### config.mk
export PLATFORM = sky130hd
export DESIGN_NAME = alu_result_stage
export DESIGN_NICKNAME = d
export VERILOG_FILES = /design/src/rtl/alu_result_stage_pkg.sv /design/src/rtl/alu_flag_gen.sv /design/src/rtl/alu_result_stage.sv
export SDC_FILE = /design/constraint.sdc
export NUM_CORES = 1
export LEC_CHECK = 0
export CAP_MARGIN = 20
export CORE_UTILIZATION = 37
export DETAILED_ROUTE_END_ITERATION = 16
export SETUP_SLACK_MARGIN = 0.3
export SLEW_MARGIN = 10
export SYNTH_ARGS = -nofsm -noshare
export SYNTH_HDL_FRONTEND = slang
export SYNTH_SLANG_ARGS = --single-unit
### constraint.sdc
create_clock -name clk -period 2.7 [get_ports clk]
set_clock_uncertainty 0.2 [all_clocks]
set_input_delay 0.81 -clock clk [delete_from_list [all_inputs] [get_ports clk]]
set_output_delay 0.81 -clock clk [all_outputs]
set_load 0.1 [all_outputs]
### src/rtl/alu_result_stage_pkg.sv
// Shared definitions for the ALU result stage: default width, state encodings
// and the per-word flag bundle carried alongside the result.
package alu_result_stage_pkg;

   localparam int ALU_WIDTH = 32;

   typedef enum logic [1:0] {
      ST_EMPTY = 2'd0,
      ST_ONE   = 2'd1,
      ST_FULL  = 2'd2
   } state_t;

   typedef struct packed {
      logic carryout;
      logic overflow;
      logic zero;
      logic negative;
   } flags_t;

endpackage

### src/rtl/alu_flag_gen.sv
// Combinational zero/negative flag derivation for one WIDTH-bit result word.
module alu_flag_gen #(
   parameter int WIDTH = 32
) (
   input  logic [WIDTH-1:0] word,
   output logic             zero,
   output logic             negative
);

   assign zero     = (word == '0);
   assign negative = word[WIDTH-1];

endmodule

### src/rtl/alu_result_stage.sv
// Registered ALU result stage with a 2-entry skid buffer behind a valid/ready handshake.
// Optional ALU_RESULT_STATS_EN adds saturating accepted-word / overflow counters.
module alu_result_stage
   import alu_result_stage_pkg::*;
#(
   parameter int WIDTH  = ALU_WIDTH,
   parameter int STAT_W = 16
) (
   input  logic              clk,
   input  logic              rst_n,
   input  logic              in_valid,
   output logic              in_ready,
   input  logic [WIDTH-1:0]  in_result,
   input  logic              in_carryout,
   input  logic              in_overflow,
   output logic              out_valid,
   input  logic              out_ready,
   output logic [WIDTH-1:0]  out_result,
   output logic              out_carryout,
   output logic              out_overflow,
   output logic              out_zero,
`ifdef ALU_RESULT_STATS_EN
   input  logic              stat_clr,
   output logic [STAT_W-1:0] stat_words,
   output logic [STAT_W-1:0] stat_ovf,
`endif
   output logic              out_negative
);

   state_t           state;
   logic [WIDTH-1:0] main_res, skid_res;
   flags_t           main_flg, skid_flg, in_flg;
   logic             in_zero, in_neg;
   logic             in_fire, out_fire;

   alu_flag_gen #(.WIDTH(WIDTH)) u_flag (
      .word     (in_result),
      .zero     (in_zero),
      .negative (in_neg)
   );

   assign in_flg = '{carryout: in_carryout, overflow: in_overflow,
                     zero: in_zero, negative: in_neg};

   // Handshake outputs decode from state only, so out_ready never reaches in_ready.
   assign in_ready  = (state != ST_FULL);
   assign out_valid = (state != ST_EMPTY);
   assign in_fire   = in_valid & in_ready;
   assign out_fire  = out_valid & out_ready;

   assign out_result   = main_res;
   assign out_carryout = main_flg.carryout;
   assign out_overflow = main_flg.overflow;
   assign out_zero     = main_flg.zero;
   assign out_negative = main_flg.negative;

   always_ff @(posedge clk or negedge rst_n) begin
      if (!rst_n) begin
         state    <= ST_EMPTY;
         main_res <= '0;
         main_flg <= '0;
         skid_res <= '0;
         skid_flg <= '0;
      end else begin
         case (state)
            ST_EMPTY: if (in_fire) begin
               main_res <= in_result;
               main_flg <= in_flg;
               state    <= ST_ONE;
            end
            ST_ONE: begin
               if (in_fire && !out_fire) begin
                  skid_res <= in_result;
                  skid_flg <= in_flg;
                  state    <= ST_FULL;
               end else if (out_fire && !in_fire) begin
                  state    <= ST_EMPTY;
               end else if (in_fire && out_fire) begin
                  main_res <= in_result;
                  main_flg <= in_flg;
               end
            end
            ST_FULL: if (out_fire) begin
               main_res <= skid_res;
               main_flg <= skid_flg;
               state    <= ST_ONE;
            end
            default: state <= ST_EMPTY;
         endcase
      end
   end

`ifdef ALU_RESULT_STATS_EN
   always_ff @(posedge clk or negedge rst_n) begin
      if (!rst_n) begin
         stat_words <= '0;
         stat_ovf   <= '0;
      end else if (stat_clr) begin
         stat_words <= '0;
         stat_ovf   <= '0;
      end else if (in_fire) begin
         if (stat_words != '1)
            stat_words <= stat_words + 1'b1;
         if (in_overflow && stat_ovf != '1)
            stat_ovf <= stat_ovf + 1'b1;
      end
   end
`else
   logic [31:0] unused_stat_w;
   assign unused_stat_w = STAT_W;
`endif

endmodule
==> summary.md <==
| Metric | Value |
|---|---|
| Status | finished clean |
| Final setup violation count | 0 |
| Max-slew violation total from the final report | 0 |
| DRT iter0 DRCs | approximately 120 |
| Setup crit start kind | flip-flop |
| Post-route ant nets | 0 |
| Layout area overhead | 42.63% |
| WP buf/inv | 2 |
| # rows | 33 |
| Final Hold Vio Count | 0 |
| Final min period | ~2.3 ns |
| Adder-Cell Fraction of Synth Area | 1.180% |
| Final Util | 54.95% |
| Slowest cell on crit path | dfrtp_2 |
| Largest family of logic cells by synthesized area | multiplexers |
| Post-synthesis compound-gate area fraction | 7.039% |
| Post-synth cell types | 29 |
| Filler cells | 715 |
| Worst EP arrival | between 2 and 2.5 ns |
| Die area | ~0.009 mm² |
| Die W | between 90 and 100 µm |
| Worst-path clk slew | ~0.070 ns |
| Via count | between 2000 and 2500 |
| # IOs | 76 |
| DRT Pass-1 Iters | 4 |
| Diodes inserted | 0 |
| Drt via density | 4.867 |
| RSZ-0062 raised after global routing | yes |
| Area occupied by multi-input gates | 0.001404 mm² |
| Commonest non-fill, non-tap cell in the layout | dfrtp_1 |
| Share of layout cells above drive strength 1 | 36.16% |
| Worst path required time | around 2.8 ns |
| Fin nets | a little under 400 |
| Total negative slack | 0 ns |
| CP Class | flip-flop to flip-flop |
| Syn_nets | 300 |
| CTS sink cnt | 72 |
| Most frequent cells in the layout | dfrtp_1 (70), buf_4 (45), mux2i_1 (34), nand2_1 (34), clkdlybuf4s50_1 (34) |
| Congestion Overflow GR | 0 |
| Mapped Area | between 0.003 and 0.004 mm² |
| First-pass GRT wire length | 11920 µm |
| Seq/Total Area, Yosys | a little under three fifths |
| TritonCTS clock tree | done |
| Simple-Gate Fraction of Synth Area | a little under 9% |
| Final Cycle Share | a little under nine tenths |
| Die H | 94.74 µm |
| Clk_lat worst skew | around 0.35 ns |
| CP peak stage delay | 0.44 ns |
| Actual slew at the worst max-slew pin | approximately 0.63 ns |
| Fin cells | 459 |
| Post-Synthesis Cells | 259 |
| IO buf count | 75 |
| Core area | 0.008258 mm² |
| Routed WL | 7247 µm |
| Register area | 0.001804 mm² |
| Avg WL per Cell | 15.79 µm |
| Post-synthesis xor/xnor area fraction | 0% |
| Vias in the first global route | 2366 |
| CTS Buf Count | 9 |
| Post-Syn Area per Cell | 12.28 µm² |
| H-tree levels | 3 |
| Relative slew slack | 57.89% |
| Residual DRC | 0 |
| Routability cong. | ~0.73 |
| Bufs on Longest Clock Path | 2 |
| Initial antenna violation count | 0 |
| CP delay by family, top | simple AND/OR/NAND/NOR gates |
| Initial core utilization | around two fifths |
| CP max FO | 11 |
| Max_cap viols | 0 |
| Largest net degree at the start of global routing | 46 |
| Worst path cell trace | or2_4, and2_4, ha_4, nor3b_4, a211oi_4, buf_12, bufbuf_16, nand2_1, o21ai_2 |
| Root buf cell | clkbuf_8 |
| Seq cells post-synth | slightly above 70 |
| Class of the worst hold path | input port to asynchronous set/reset pin |
| Mux share of post-synthesis cell area | 23.08% |
| GRT Util Overall | 17.85% |
| YS warnings | 0 |
| Achievable frequency | 428.8 MHz |
| Hpwl dp | 4574 µm |
| # placed instances | approximately 430 |
| Crit path capture type | flip-flop |
-- area by class of cell --
cell class,instances,area share [%]
inverter,3,0.3860
tap,105,2.895
clock buffer,11,3.116
clock inverter,5,1.241
sequential,72,39.76
multi-input combinational,169,30.93
timing repair buffer,94,21.67
-- worst paths after layout --
kind / startpoint / to / slack, ns / cells after the start
setup / recovery: state[1] / out_result[15] / 0.37 / 9
hold / removal: rst_n / skid_res[10] / 0.17 / 1
setup reg to reg: state[1] / out_result[15] / 0.37 / 9
hold reg to reg: out_result[2] / out_result[2] / 0.28 / 2
max in group asynchronous: rst_n / state[0] / 1.55 / 2
min in group clk: out_result[2] / out_result[2] / 0.28 / 2
-- Yosys cell counts --
master,number,area [µm²]
nand4_1,2,12.51
nor4_1,8,50.05
clkbuf_2,1,5.000
dfrtp_1,72,1802
o22ai_1,1,6.260
o21ai_1,12,60.06
inv_1,3,11.26
buf_6,2,22.52
a21oi_1,2,10.01
and3b_1,1,8.760
mux2i_1,34,340.3
nor3b_1,1,7.510
o21bai_1,1,7.510
nand2_2,1,6.260
o21ai_0,22,110.1
nor3b_2,1,12.51
or2_2,1,6.260
a211oi_4,1,20.02
and2_1,1,6.260
ha_1,3,37.54
a221o_1,1,10.01
nor2_1,2,7.510
and2b_1,1,7.510
nor2b_1,2,12.51
buf_2,8,40.04
nand2_1,35,131.4
buf_4,4,30.03
mux2_2,35,394.1
and3_1,1,6.260
-- through the flow --
| step | worst slack, ns | instance area (µm²) | hold WS [ns] |
|---|---|---|---|
| floorplan | -0.1343 | 3313 | 0.2730 |
| global placement | -0.1080 | 4119 | 0.2637 |
| detailed placement | -0.1541 | 4119 | 0.2717 |
| CTS | 0.3733 | 4514 | 0.1782 |
| global route | 0.2894 | 4538 | 0.1829 |
| finish | 0.3681 | 4538 | 0.1739 |
-- flip-flops by register name, summed over array words and instances, names as in the netlist --
signal,count
state,2
skid_flg,4
out_overflow,1
out_result,31
out_zero,1
out_negative,1
skid_res,31
out_carryout,1
-- cell families after synthesis --
kind of cell               count (synthesis)
adders and majority gates                  3
AOI/OAI and AO/OA                         40
and+or+nand+nor                           57
muxes                                     69
DFF                                       72
buffers and inverters                     18
-- routing by layer --
metal / GRT usage [%] / wire [µm] / up-vias
met2: 29.62 / 3601 / 46
met4: 5.682 / 116 / 0
met5: 0 / 0 / -
li1: - / - / 1096
met1: 22.21 / 3233 / 1080
met3: 5.395 / 295 / 12
-- what timing repair did --
| action | CTS | global route |
|---|---|---|
| hold buffers | 0 | 0 |
| setup buffers | 7 | 1 |
| endpoints found under the setup margin | 31 | 19 |
| pin swaps | 5 | 1 |
| cloned | 3 | 0 |
| resized for setup | 24 | 4 |
Power is not shown: default switching activity piles up to over one toggle a cycle in this logic, so the estimate is an artifact.
